--- config.mk ---
export PLATFORM = sky130hd
export DESIGN_NAME = mult_mac_sequencer
export DESIGN_NICKNAME = d
export VERILOG_FILES = /design/src/rtl/mult_mac_sequencer.sv
export SDC_FILE = /design/constraint.sdc
export NUM_CORES = 1
export LEC_CHECK = 0
export BUFFER_PORTS_ARGS = -buffer_cell sky130_fd_sc_hd__buf_2
export CORE_MARGIN = 10
export CORE_UTILIZATION = 50
export DETAILED_ROUTE_END_ITERATION = 7
export PLACE_DENSITY = 0.78
export SETUP_SLACK_MARGIN = 0.1
export SYNTH_ARGS = -nofsm -noshare
export SYNTH_HDL_FRONTEND = slang
export SYNTH_SLANG_ARGS = --single-unit
--- constraint.sdc ---
create_clock -name clock -period 2.58 [get_ports clock]
set_input_delay 0.645 -clock clock [delete_from_list [all_inputs] [get_ports clock]]
set_output_delay 0.645 -clock clock [all_outputs]
set_load 0.01 [all_outputs]
--- src/rtl/mult_mac_sequencer.sv ---
// Purpose: runs one multiply-accumulate (dot-product) job on a shared pipelined multiplier.
// Latency: done pulses len+MEM_LAT+PIPE+1 cycles after an accepted start (1 cycle when len==0).
// Backpressure: none; one operand read is issued per cycle, and start is ignored unless idle.
//
// Ports:
//   clock, aclr_n            - clock (rising edge) and asynchronous active-low reset
//   start, abort             - job request (taken only in IDLE) and job cancel
//   base_addr, len           - first operand address and pair count, captured on accepted start
//   rd_en, rd_addr           - operand buffer read strobe and address
//   rd_data_a, rd_data_b     - operands returned MEM_LAT cycles after rd_en
//   mult_dataa/datab/clken   - multiplier operand pass-through and clock enable
//   mult_result              - product, PIPE cycles after the operands
//   busy, done               - job in progress, one-cycle completion pulse
//   acc_out, overflow        - final sum and sticky overflow, held until the next job completes
module mult_mac_sequencer #(
    parameter int    WIDTH_A        = 8,
    parameter int    WIDTH_B        = 8,
    parameter int    WIDTH_P        = 16,
    parameter int    ACC_W          = 24,
    parameter int    ADDR_W         = 10,
    parameter int    LEN_W          = 10,
    parameter int    MEM_LAT        = 1,
    parameter int    PIPE           = 2,
    parameter string REPRESENTATION = "SIGNED"
) (
    input  logic               clock,
    input  logic               aclr_n,
    input  logic               start,
    input  logic               abort,
    input  logic [ADDR_W-1:0]  base_addr,
    input  logic [LEN_W-1:0]   len,
    output logic               rd_en,
    output logic [ADDR_W-1:0]  rd_addr,
    input  logic [WIDTH_A-1:0] rd_data_a,
    input  logic [WIDTH_B-1:0] rd_data_b,
    output logic [WIDTH_A-1:0] mult_dataa,
    output logic [WIDTH_B-1:0] mult_datab,
    output logic               mult_clken,
    input  logic [WIDTH_P-1:0] mult_result,
    output logic               busy,
    output logic               done,
    output logic [ACC_W-1:0]   acc_out,
    output logic               overflow
);

    // Total cycles from a read strobe to its product appearing on mult_result.
    localparam int DEPTH     = MEM_LAT + PIPE;
    localparam bit IS_SIGNED = (REPRESENTATION == "SIGNED");

    typedef enum logic [1:0] {
        S_IDLE,
        S_ISSUE,
        S_DRAIN,
        S_DONE
    } state_t;

    state_t             state;
    state_t             state_nxt;
    logic               accept;
    logic               last_read;
    logic               tail_empty;
    logic [LEN_W-1:0]   remaining;
    logic [DEPTH-1:0]   vld_pipe;
    logic               product_vld;
    logic [ACC_W-1:0]   acc;
    logic               acc_ovf;
    logic [ACC_W-1:0]   product_ext;
    logic [ACC_W:0]     sum_wide;
    logic [ACC_W-1:0]   acc_sum;
    logic               add_ovf;
    logic [ACC_W-1:0]   acc_nxt;
    logic               ovf_nxt;

    assign rd_en       = (state == S_ISSUE);
    assign busy        = (state == S_ISSUE) || (state == S_DRAIN);
    assign done        = (state == S_DONE);
    assign mult_clken  = (state != S_IDLE);
    assign mult_dataa  = rd_data_a;
    assign mult_datab  = rd_data_b;

    assign last_read   = (remaining == LEN_W'(1));
    assign product_vld = vld_pipe[DEPTH-1];

    // In DRAIN no new reads enter, so the pipe is empty after this edge
    // exactly when everything below the output tap is already clear.
    generate
        if (DEPTH == 1) begin : g_tail_single
            assign tail_empty = 1'b1;
        end else begin : g_tail_multi
            assign tail_empty = (vld_pipe[DEPTH-2:0] == '0);
        end
    endgenerate

    always_comb begin
        state_nxt = state;
        accept    = 1'b0;
        case (state)
            S_IDLE: begin
                // abort is meaningless here; a simultaneous start still wins
                if (start) begin
                    accept    = 1'b1;
                    state_nxt = (len == '0) ? S_DONE : S_ISSUE;
                end
            end
            S_ISSUE: begin
                if (abort)          state_nxt = S_IDLE;
                else if (last_read) state_nxt = S_DRAIN;
            end
            S_DRAIN: begin
                if (abort)           state_nxt = S_IDLE;
                else if (tail_empty) state_nxt = S_DONE;
            end
            S_DONE:  state_nxt = S_IDLE;
            default: state_nxt = S_IDLE;
        endcase
    end

    // Product extension and accumulate with the overflow rule of the chosen representation.
    always_comb begin
        if (IS_SIGNED) begin
            product_ext = ACC_W'($signed(mult_result));
        end else begin
            product_ext = ACC_W'(mult_result);
        end
        sum_wide = {1'b0, acc} + {1'b0, product_ext};
        acc_sum  = sum_wide[ACC_W-1:0];
        if (IS_SIGNED) begin
            add_ovf = (acc[ACC_W-1] == product_ext[ACC_W-1]) &&
                      (acc_sum[ACC_W-1] != acc[ACC_W-1]);
        end else begin
            add_ovf = sum_wide[ACC_W];
        end
        acc_nxt = product_vld ? acc_sum : acc;
        ovf_nxt = acc_ovf | (product_vld & add_ovf);
    end

    always_ff @(posedge clock or negedge aclr_n) begin
        if (!aclr_n) begin
            state     <= S_IDLE;
            rd_addr   <= '0;
            remaining <= '0;
            vld_pipe  <= '0;
            acc       <= '0;
            acc_ovf   <= 1'b0;
            acc_out   <= '0;
            overflow  <= 1'b0;
        end else begin
            state <= state_nxt;
            if (accept) begin
                rd_addr   <= base_addr;
                remaining <= len;
                vld_pipe  <= '0;
                acc       <= '0;
                acc_ovf   <= 1'b0;
            end else begin
                if (rd_en) begin
                    rd_addr   <= rd_addr + ADDR_W'(1);
                    remaining <= remaining - LEN_W'(1);
                end
                // Flushing on abort guarantees in-flight products are never summed,
                // even if a new job starts immediately afterwards.
                if (abort && (state != S_IDLE)) begin
                    vld_pipe <= '0;
                end else begin
                    vld_pipe <= (vld_pipe << 1) | DEPTH'(rd_en);
                end
                acc     <= acc_nxt;
                acc_ovf <= ovf_nxt;
            end
            // Results become visible in the DONE cycle itself; the final product
            // is folded in on the same edge that enters DONE.
            if (state_nxt == S_DONE) begin
                acc_out  <= accept ? '0 : acc_nxt;
                overflow <= accept ? 1'b0 : ovf_nxt;
            end
        end
    end

endmodule

# ---- Word-level counts from Yosys, hierarchy flattened
# Index checks and enable logic that the tools add are counted.
dict set report classes {
  addsub 3
  n_eq_ne 7
  muxes 18
  n_bitwise 3
  n_reduce_logical 8
}
# op n
set ops {}
lappend ops {{24-bit two-way mux} 2}
lappend ops {{10-bit two-way mux} 4}
lappend ops {{24-bit adder} 1}
lappend ops {{2-bit two-way mux} 6}
lappend ops {{10-bit by 1-bit adder with 10-bit output, second input constant} 1}
lappend ops {{10-bit by 1-bit equality test with 1-bit output, second input constant} 1}
lappend ops {{10-bit zero test} 1}
lappend ops {{10-bit by 1-bit subtractor with 10-bit output, second input constant} 1}
lappend ops {{2-bit one-hot mux with 4 select lines} 1}
lappend ops {{2-bit equality test, second input constant} 3}
lappend ops {{3-bit two-way mux} 2}
lappend ops {{2-bit zero test} 2}
lappend ops {{2-bit nonzero test} 2}
lappend ops {{1-bit two-way mux} 3}
lappend ops {{3-bit by 1-bit bitwise OR with 3-bit output} 1}
lappend ops {{2-bit by 1-bit equality test with 1-bit output, second input constant} 1}
lappend ops {{1-bit logical AND} 2}
lappend ops {{1-bit bitwise AND} 1}
lappend ops {{1-bit equality test} 1}
lappend ops {{1-bit logical OR} 1}
lappend ops {{1-bit inequality test} 1}
lappend ops {{1-bit bitwise OR} 1}
dict set report word_totals {
  regBits 75
  word_cells 47
}

# ---- Depth between registers and ports, before layout
dict set report depth {
  depth_word 6
  depth_mapped 11
  ltp_nobuf 9
}

# ---- Worst setup path after synthesis
# OpenSTA, ideal clock, no wires.
dict set report synth_path {
  path_kind {in2reg}
  start {input mult_result[0]}
  end {register acc_out[22]}
  setup_ns 0.134
  t_arrival_ns 2.687
  setup_slack_ns -0.241
  cell_stages 9
  path_buffers 0
  cell_sequence {ha_1 -> inv_1 -> fa_1 -> nand2b_1 -> a21o_1 -> a2111o_1 -> and4_1 -> nor4b_1 -> o21ai_1}
}
dict set report synth_between {
  elab_chain_len 3
}
# item line
set synth_lines {}
lappend synth_lines {{from (decl)} 39} ;# input logic [WIDTH_P-1:0] mult_result,
lappend synth_lines {{24-bit adder} 125} ;# sum_wide = {1'b0, acc} + {1'b0, product_ext};
lappend synth_lines {{24-bit two-way mux} 133} ;# acc_nxt = product_vld ? acc_sum : acc;
lappend synth_lines {{24-bit two-way mux} 173} ;# acc_out <= accept ? '0 : acc_nxt;
lappend synth_lines {{to (signal assigned)} 173}
lappend synth_lines {{to (decl)} 42} ;# output logic [ACC_W-1:0] acc_out,
# No other way between the ends.
# A chain may end at the register's enable or synchronous reset.

# ---- Final worst setup path
dict set report layout_path {
  start {register acc[0]}
  end {register acc_out[14]}
}
dict set report layout_between {
  elab_chain_len 3
}
# item line
set layout_lines {}
lappend layout_lines {{from (decl)} 65} ;# logic [ACC_W-1:0] acc;
lappend layout_lines {{from (signal assigned)} 167} ;# acc <= acc_nxt;
lappend layout_lines {{24-bit adder} 125}
lappend layout_lines {{24-bit two-way mux} 133}
lappend layout_lines {{24-bit two-way mux} 173}
# No other way between the ends.

==> impl_metrics.json <==
{
  "status": "finished, violations left",
  "violations": "setup timing",
  "cts_buffer_depth": 2,
  "cpMaxStageDelayCell": "a2111o_1",
  "clock_latency_ps": 370,
  "ys_ff_latch": 75,
  "cp-start-kind": "register",
  "synth_top_area_share_pct": 38.0,
  "path_cells": "ha_4 > inv_2 > fa_2 > nand2b_4 > a21o_1 > a2111o_1 > buf_4 > a21o_1 > a31oi_2 > mux2_4",
  "cp_max_fo": 4,
  "drc": 0,
  "die_w_um": 119,
  "cts_buffers": 9,
  "cp.required_ps": 2890,
  "synth_seq_area_share_pct": 38.0,
  "dr.pass1.iters": 5,
  "h-tree-depth": 3,
  "num_vias": 4753,
  "crit_type": "reg2reg",
  "cap_violations": 0,
  "p_per_area_nw_per_um2": 962,
  "drtIter0Drc": 363,
  "max-slew-margin-rel_pct": 66.2,
  "rows": 36,
  "crit_family": "compound AO/OA/AOI/OAI gates",
  "cp-end-kind": "register",
  "path_common_cell": "a21o_1",
  "post-route-period-util_pct": 102,
  "wire_per_inst_um": 18.2,
  "port_buffers": 78,
  "hp-class": "in2async",
  "synth_edf_count": 0,
  "synthCells": 543,
  "fin_setup_tns_ps": -70.3,
  "fmax_ghz": 0.380,
  "totalPowerFinal_mw": 6.16,
  "drive_above_1_share_pct": 33.7,
  "clock_skew_ps": 12.3,
  "cp.arrival_ps": 2940,
  "hold_viol_final": 0,
  "rsz0062_at_grt": "true",
  "pin_count": 111,
  "holdWs_ps": 254,
  "ys.flop_type": "dfrtp_1",
  "synth_area_per_cell_um2": 9.10,
  "synth_most_common_cell": "dfrtp_1",
  "overflow": 0,
  "clk_pin_slew_worst_paths_ps": 90,
  "placedInstanceArea_um2": 5940,
  "start_util_pct": 51.0,
  "dp_hpwl_um": 10900,
  "syn_nets": 631,
  "area_delta_synth_final_pct": 29.4,
  "cts_hold_buf": 0,
  "viasPerCell": 5.82,
  "worst_pin_slew_ps": 507,
  "setup_violations": 2,
  "nNetsFinal": 766,
  "setup_ws_ps": -52.7,
  "cts_tree": "done",
  "clock-root-buffer": "clkbuf_8",
  "antenna_found_initial": 0,
  "antenna_left": 0,
  "n_antenna_cell": 0,
  "syn-cell-area_um2": 4940,
  "post-route-min-period_ps": 2630,
  "place.gp.congestion": 0.932,
  "critPathMaxStageDelay_ps": 530,
  "die_area_um2": 14300,
  "coreArea_um2": 9680,
  "ir_worst_vdd_v": 0.000605,
  "fp.dieH_um": 119,
  "grt_max_degree": 76,
  "stdcell_area_um2": 6400,
  "yosys-top-cells-area": "dfrtp_1, ha_1, nand2_1",
  "grt_pass1_wl_um": 24300,
  "synth_common_cells": "dfrtp_1, nand2_1, o21ai_0",
  "dp.cells": 792,
  "finalWirelength_um": 14900,
  "slew_viol_final": 0,
  "leakage_nw": 2.93,
  "crit_buf_inv": 2,
  "synthDistinctLibCells": 65,
  "synth-async-reset-ratio_pct": 100,
  "clock_sinks": 75,
  "yosys.area.top_type": "dfrtp_1",
  "yosys_warnings": 0,
  "final_cells": 816,
  "grt_pass1_vias": 4925,
  "track_usage_pct": 20.6
}
worst paths after layout:
path,startpoint,end,slack [ps],depth (start not counted)
max,acc[0]$_DFF_PN0_,acc_out[14]$_DFFE_PN0N_,-50,10
min,aclr_n,acc[5]$_DFF_PN0_,250,2
max reg2reg,acc[0]$_DFF_PN0_,acc_out[14]$_DFFE_PN0N_,-50,10
min reg2reg,acc_out[3]$_DFFE_PN0N_,acc_out[3]$_DFFE_PN0N_,490,1
max in group asynchronous,aclr_n,remaining[0]$_DFFE_PN0P_,1940,2
min in group clock,base_addr[3],rd_addr[3]$_DFFE_PN0P_,470,3
state kept, by name, summed over array words and instances (netlist names):
signal	count
acc_ovf	1
state	2
vld_pipe	3
overflow	1
acc_out	24
remaining	10
acc	24
rd_addr	10
power breakdown:
group	internal, mW	switching, mW
clock	0.581	0.503
combinational	1.44	1.72
sequential	1.55	0.359
total	3.57	2.58
per-layer routing:
metal	up-vias	wire, um	global-route usage [%]
met4	0	239	5.20
met5	-	0	0
li1	2243	-	-
met2	186	7190	34.4
met3	29	1220	6.80
met1	2295	6200	25.0
worst reg2reg max path, stage by stage, from the launching register on:
cell and delay (ps):
dfrtp_1 390, ha_4 150, inv_2 40, fa_2 350
nand2b_4 150, a21o_1 180, a2111o_1 530, buf_4 190
a21o_1 180, a31oi_2 220, mux2_4 180
placed cells by master (no fill, tap or decap), types with 7 or more instances in the layout:
cell,count
xnor2_1,11
nand3_1,12
o21ai_1,10
o21ai_0,40
nor2_1,30
o211ai_1,8
nand4_1,13
clkbuf_8,10
dfrtp_1,72
a31oi_1,12
xor2_1,9
nand2_1,72
buf_4,81
ha_1,26
a21oi_1,33
buf_2,77
inv_1,13
mux2_4,7
kinds of logic after synthesis:
logic type	after synthesis	share of synthesized area [%]
AOI/OAI and AO/OA	160	21.0
and+or+nand+nor	183	18.6
xor gates and xnor gates	20	3.54
adders and majority gates	32	8.25
buffers and inverters	53	5.67
DFF	75	38.0
muxes	20	4.94
through the flow:
stage | setup slack, ps | utilization (%)
2_1_floorplan | -119 | -
3_3_place_gp | -349 | 61.3
3_5_place_dp | -401 | 61.3
4_1_cts | 53.8 | 64.2
5_1_grt | -107 | 66.1
6_report | -52.7 | 66.1
timing repair:
item / 4_1_cts / 5_1_grt
gates resized for setup: 6 / 29
buffers inserted: 1 / 6
gates cloned: 0 / 1
pin swaps: 3 / 18
setup endpoints to repair: 15 / 33
area by class of cell:
cell class / instances / area (um^2)
multi-input cells: 415 / 3010
repair buffers: 163 / 1060
clock buffers: 10 / 138
fillers: 797 / 3290
inverters: 14 / 52.6
flip-flops and latches: 75 / 1880
well taps: 133 / 166
clock inverters: 6 / 93.8
No activity file was read; power rests on OpenSTA's default activity.
